==> src/rtl/sobel_frame_sequencer.sv <==
// Frame sequencer for the sobel_rgb_axis HLS core.
// Drives the core's ap_ctrl_hs block-level handshake for one frame or a burst
// of frames, inserts a fixed idle gap between frames, records the latency of
// the last frame, and guards every frame with a watchdog.
module sobel_frame_sequencer #(
    parameter int unsigned GAP_CYCLES = 4,
    parameter int unsigned WDOG_W     = 24,
    parameter int unsigned CNT_W      = 16
) (
    input  logic             clock,
    input  logic             reset,
    input  logic             cfg_start,
    input  logic [CNT_W-1:0] cfg_frames,
    input  logic             cfg_abort,
    input  logic             cfg_clr_fault,
    output logic             core_ap_start,
    input  logic             core_ap_ready,
    input  logic             core_ap_done,
    output logic             busy,
    output logic             frame_done,
    output logic             run_done,
    output logic [CNT_W-1:0] frames_done,
    output logic [31:0]      last_latency,
    output logic             timeout_err
);

    localparam int unsigned GAP_W    = (GAP_CYCLES > 1) ? $clog2(GAP_CYCLES) : 1;
    localparam int unsigned GAP_LOAD = (GAP_CYCLES > 0) ? GAP_CYCLES - 1 : 0;

    localparam logic [GAP_W-1:0]  GAP_INIT = GAP_W'(GAP_LOAD);
    localparam logic [GAP_W-1:0]  GAP_ONE  = GAP_W'(1);
    // Watchdog fires on the edge where the count would reach all-ones.
    localparam logic [WDOG_W-1:0] WD_LIMIT = {{(WDOG_W-1){1'b1}}, 1'b0};
    localparam logic [WDOG_W-1:0] WD_ONE   = WDOG_W'(1);
    localparam logic [CNT_W-1:0]  CNT_ONE  = CNT_W'(1);

    typedef enum logic [2:0] {
        IDLE,
        START,
        RUN,
        GAP,
        FAULT
    } state_t;

    state_t             state_q, state_d;
    logic [CNT_W-1:0]   cnt_q, cnt_d;
    logic [CNT_W-1:0]   frames_q, frames_d;
    logic [31:0]        lat_q, lat_d;
    logic [31:0]        last_lat_q, last_lat_d;
    logic [WDOG_W-1:0]  wd_q, wd_d;
    logic [GAP_W-1:0]   gap_q, gap_d;
    logic               abort_q, abort_d;
    logic               frame_done_q, frame_done_d;
    logic               run_done_q, run_done_d;
    logic               timeout_q, timeout_d;

    logic               abort_now;
    logic               in_frame;
    logic               frame_fin;
    logic               run_last;

    // Next-state, counter and pulse logic for the frame sequencer.
    always_comb begin
        state_d      = state_q;
        cnt_d        = cnt_q;
        frames_d     = frames_q;
        lat_d        = lat_q;
        last_lat_d   = last_lat_q;
        wd_d         = wd_q;
        gap_d        = gap_q;
        abort_d      = abort_q;
        frame_done_d = 1'b0;
        run_done_d   = 1'b0;
        timeout_d    = timeout_q;
        frame_fin    = 1'b0;

        // An abort seen at any point of a frame is remembered until it ends.
        abort_now = abort_q | cfg_abort;
        in_frame  = (state_q == START) || (state_q == RUN);
        run_last  = abort_now ||
                    ((cnt_q != '0) && ((frames_q + CNT_ONE) == cnt_q));

        if (in_frame) begin
            wd_d    = wd_q + WD_ONE;
            lat_d   = (lat_q == '1) ? lat_q : lat_q + 32'd1;
            abort_d = abort_now;
        end

        case (state_q)
            IDLE: begin
                if (cfg_start) begin
                    cnt_d    = cfg_frames;
                    frames_d = '0;
                    abort_d  = cfg_abort;
                    state_d  = START;
                    wd_d     = '0;
                    lat_d    = 32'd1;
                end
            end
            START: begin
                if (core_ap_ready && core_ap_done) begin
                    frame_fin = 1'b1;
                end else if (core_ap_ready) begin
                    state_d = RUN;
                end else if (wd_q == WD_LIMIT) begin
                    timeout_d = 1'b1;
                    state_d   = FAULT;
                end
            end
            RUN: begin
                if (core_ap_done) begin
                    frame_fin = 1'b1;
                end else if (wd_q == WD_LIMIT) begin
                    timeout_d = 1'b1;
                    state_d   = FAULT;
                end
            end
            GAP: begin
                if (abort_now) begin
                    run_done_d = 1'b1;
                    state_d    = IDLE;
                end else if (gap_q == '0) begin
                    state_d = START;
                    wd_d    = '0;
                    lat_d   = 32'd1;
                end else begin
                    gap_d = gap_q - GAP_ONE;
                end
            end
            FAULT: begin
                if (cfg_clr_fault) begin
                    timeout_d = 1'b0;
                    state_d   = IDLE;
                end
            end
            default: state_d = IDLE;
        endcase

        if (frame_fin) begin
            frames_d     = frames_q + CNT_ONE;
            last_lat_d   = lat_q;
            frame_done_d = 1'b1;
            if (run_last) begin
                run_done_d = 1'b1;
                state_d    = IDLE;
            end else if (GAP_CYCLES == 0) begin
                state_d = START;
                wd_d    = '0;
                lat_d   = 32'd1;
            end else begin
                state_d = GAP;
                gap_d   = GAP_INIT;
            end
        end
    end

    // State and counter registers; reset clears everything immediately.
    always_ff @(posedge clock or posedge reset) begin
        if (reset) begin
            state_q      <= IDLE;
            cnt_q        <= '0;
            frames_q     <= '0;
            lat_q        <= '0;
            last_lat_q   <= '0;
            wd_q         <= '0;
            gap_q        <= '0;
            abort_q      <= 1'b0;
            frame_done_q <= 1'b0;
            run_done_q   <= 1'b0;
            timeout_q    <= 1'b0;
        end else begin
            state_q      <= state_d;
            cnt_q        <= cnt_d;
            frames_q     <= frames_d;
            lat_q        <= lat_d;
            last_lat_q   <= last_lat_d;
            wd_q         <= wd_d;
            gap_q        <= gap_d;
            abort_q      <= abort_d;
            frame_done_q <= frame_done_d;
            run_done_q   <= run_done_d;
            timeout_q    <= timeout_d;
        end
    end

    assign core_ap_start = (state_q == START);
    assign busy          = (state_q != IDLE);
    assign frame_done    = frame_done_q;
    assign run_done      = run_done_q;
    assign frames_done   = frames_q;
    assign last_latency  = last_lat_q;
    assign timeout_err   = timeout_q;

endmodule

==> config.mk <==
export PLATFORM = sky130hd
export DESIGN_NAME = sobel_frame_sequencer
export DESIGN_NICKNAME = d
export VERILOG_FILES = /design/src/rtl/sobel_frame_sequencer.sv
export SDC_FILE = /design/constraint.sdc
export NUM_CORES = 1
export LEC_CHECK = 0
export CORE_MARGIN = 4
export CORE_UTILIZATION = 53
export CTS_BUF_LIST = sky130_fd_sc_hd__clkbuf_4 sky130_fd_sc_hd__clkbuf_8
export DETAILED_ROUTE_END_ITERATION = 10
export PLACE_DENSITY = 0.84
export SLEW_MARGIN = 20
export SYNTH_ARGS = -nofsm -noshare
export SYNTH_HDL_FRONTEND = slang
export SYNTH_SLANG_ARGS = --single-unit
==> constraint.sdc <==
create_clock -name clock -period 4.2 [get_ports clock]
set_input_delay 0.84 -clock clock [delete_from_list [all_inputs] [get_ports clock]]
set_output_delay 0.84 -clock clock [all_outputs]
set_load 0.01 [all_outputs]
==> impl_metrics.tcl <==
set metrics [dict create \
    status "finished, final reports clean" \
    wl_met3_um 911 \
    ctsHtreeMaxLevel 4 \
    yosysWarnings 0 \
    viasPerCell 5.92 \
    ys_ff_latch 129 \
    power_density_mw_per_mm2 493 \
    setup_violations 0 \
    p_sw_share_pct 32.9 \
    antenna_found_initial 0 \
    fin_nets 803 \
    path_cells "ha_1 > nand4_1 > nor4_1 > xnor2_1 > nand3_1 > nor4_2 > o21ai_0" \
    synth-edff-count 0 \
    cts_hold_buffers 0 \
    wl_met2_mm 7.94 \
    end_kind "flip-flop" \
    reg2reg_depth 7 \
    grt_max_degree 94 \
    cts_tree "done" \
    dr.first_iter.drc_count 516 \
    area_growth_pct 20.4 \
    rsz0062_at_grt "no" \
    cts_sinks 129 \
    fin_util_pct 65.5 \
    placementRows 40 \
    clock_latency_ns 0.46 \
    ys_seq_area_share_pct 49.2 \
    synthesis.nets 737 \
    cts_resized 0 \
    grt_pass1_vias 5638 \
    cts_root_buf "clkbuf_8" \
    drc 0 \
    clkSlewWorstSetupHoldPaths_ns 0.07 \
    p_leak_uw 0.00340 \
    hold_depth 2 \
    slowest_stage "nor4_1" \
    path_delay_family "simple AND/OR/NAND/NOR gates" \
    clkPwrFrac_pct 32.1 \
    place_inst 925 \
    vdd_drop_max_v 0.000245 \
    routedWlPerCell_um 16.7 \
    cts_buffers 17 \
    antenna_left 0 \
    combPwrFrac_pct 26.1 \
    top_layer_used "met4" \
    cp-start-kind "flip-flop" \
    grt-ovfl-total 0 \
    hp-class "flip-flop to flip-flop" \
    io_buffers 75 \
    dp_hpwl_mm 10.9 \
    die_w_um 119 \
    finalNonFillerCells 957 \
    num_vias 5669 \
    intPower_uw 2620 \
    diodes 0 \
    async_flop_share_pct 100 \
    setup.worst_path.class "flip-flop to flip-flop" \
    slew_violations 0 \
    syn-cell-area_mm2 0.00657 \
    die_y_um 119 \
    grt.total_usage_pct 23.4 \
    worst-path-stages 7 \
    skew_ns 0.00758 \
    grt_pass1_wl_mm 27.2 \
    drive_above_1_share_pct 9.25 \
    relSlewSlack_pct 40.6 \
    totalWireLength_mm 16.0 \
    fp.coreArea_mm2 0.0121 \
    gp_congestion 0.881 \
    cp.arrival_ns 3.23 \
    cts_setup_buffers 0 \
    ys_types 60 \
    synth_top_area_cell "dfrtp_1" \
    dieArea_mm2 0.0142 \
    first_pass_iters 5 \
    min_period_ns 2.92 \
    cp_max_fo 8 \
    fin_tns_setup_ns 0 \
    max-cap-violations 0 \
    required_ns 4.51 \
    m1WireLength_mm 6.80 \
    synth_top_area_share_pct 49.2 \
    timing.critical_path.buf_inv 0 \
    clk_path_buf_depth 2 \
    power.switching_uw 1280 \
    floorplan.initialDensity_pct 54.4 \
    pwr-share-seq_pct 41.8 \
    worstMarginPinSlew_ns 0.884 \
    ios 76 \
    ff2ff_setup_slack_ns 1.28 \
    max_freq_ghz 0.342 \
    netlist_instances 710 \
    synth_ff_type "dfrtp_1" \
    fin_crit_sh_pct 69.6 \
    syn_area_per_cell_um2 9.25 \
    finalHoldViolCount 0 \
    max_stage_delay_ns 0.58 \
    synthTopCellsByArea "dfrtp_1, nand2_1, xor2_1" \
]
-- layout by cell type, fill, tap and decap left out, drive strengths merged, types with 16 or more instances in the layout --
master,count
xnor2,19
nand4,23
o21ai,52
nand3,26
xor2,39
a21oi,21
dfrtp,129
nand2,143
nor2,58
clkbuf,22
mux2,16
clkdlybuf4s50,75
-- tightest hold or removal path: stages (launching register included) --
cell	delay [ns]
dfrtp_1	0.34
nand2_1	0.05
nand2_1	0.05
-- Yosys cell counts, types with 9 or more instances --
cell type  count
a21oi_1       20
and3_1        10
buf_2          9
clkbuf_1      19
dfrtp_1      129
inv_1         15
mux2_2        16
nand2_1      143
nand3_1       26
nand4_1       21
nor2_1        58
nor3_1        14
nor4_1        13
o211ai_1       9
o21ai_0       51
o31ai_1       10
or3_1         13
xnor2_1       19
xor2_1        39
-- through the flow --
stage / hold slack, ns / power [uW] / setup WS [ns] / area, um^2
after floorplan: 0.470 / 2330 / 1.76 / 6570
final: 0.476 / 3900 / 1.28 / 7910
after CTS: 0.482 / 3920 / 1.35 / 7910
after global placement: 0.465 / 2610 / 1.20 / 7440
after global routing: 0.501 / 4120 / 1.02 / 7910
after detailed placement: 0.462 / 2660 / 1.12 / 7440
-- worst paths after layout --
path	start	to
max	frames_done[0]	state_q[0]
min	last_latency[22]	last_latency[22]
max reg2reg	frames_done[0]	state_q[0]
min reg2reg	last_latency[22]	last_latency[22]
max in group asynchronous	reset	wd_q[0]
min in group asynchronous	reset	cnt_q[0]
-- cell families (layout without fill, tap and decap cells) --
family	Yosys count	in the layout	share of synthesized area, %
buf+inv	50	129	3.37
flops	129	129	49.2
fa+ha+maj	4	4	0.762
simple gates	331	331	24.4
xor+xnor	58	58	7.74
compound gates	121	121	11.7
mux	17	17	2.90
-- sequential cells by signal, summed over array words and instances (netlist names) --
name / cells
cnt_q: 16
gap_q: 2
state_q: 3
wd_q: 24
last_latency: 32
lat_q: 32
frame_done: 1
timeout_err: 1
frames_done: 16
run_done: 1
abort_q: 1
-- area by class of cell --
class                           count  area, um^2
Clock inverter                     10         180
Clock buffer                       22         290
Multi-Input combinational cell    531        3130
Sequential cell                   129        3230
Timing Repair Buffer               81         808
Tap cell                          168         210
Inverter                           16        63.8
Fill cell                         931        4160
-- metal layers --
metal | global-route usage, % | up-vias
met5 | 0 | -
met4 | 7.87 | 0
met3 | 6.46 | 41
met2 | 39.5 | 202
met1 | 29.0 | 2805
li1 | - | 2621
-- power by group through the flow --
stage,Clock (uW),Sequential (uW),Combinational [uW]
after floorplan,0,1590,740
after global placement,0,1640,973
after detailed placement,0,1650,1010
after CTS,1270,1630,1020
after global routing,1330,1660,1130
final,1250,1630,1020
(Power assumes the default switching activity.)
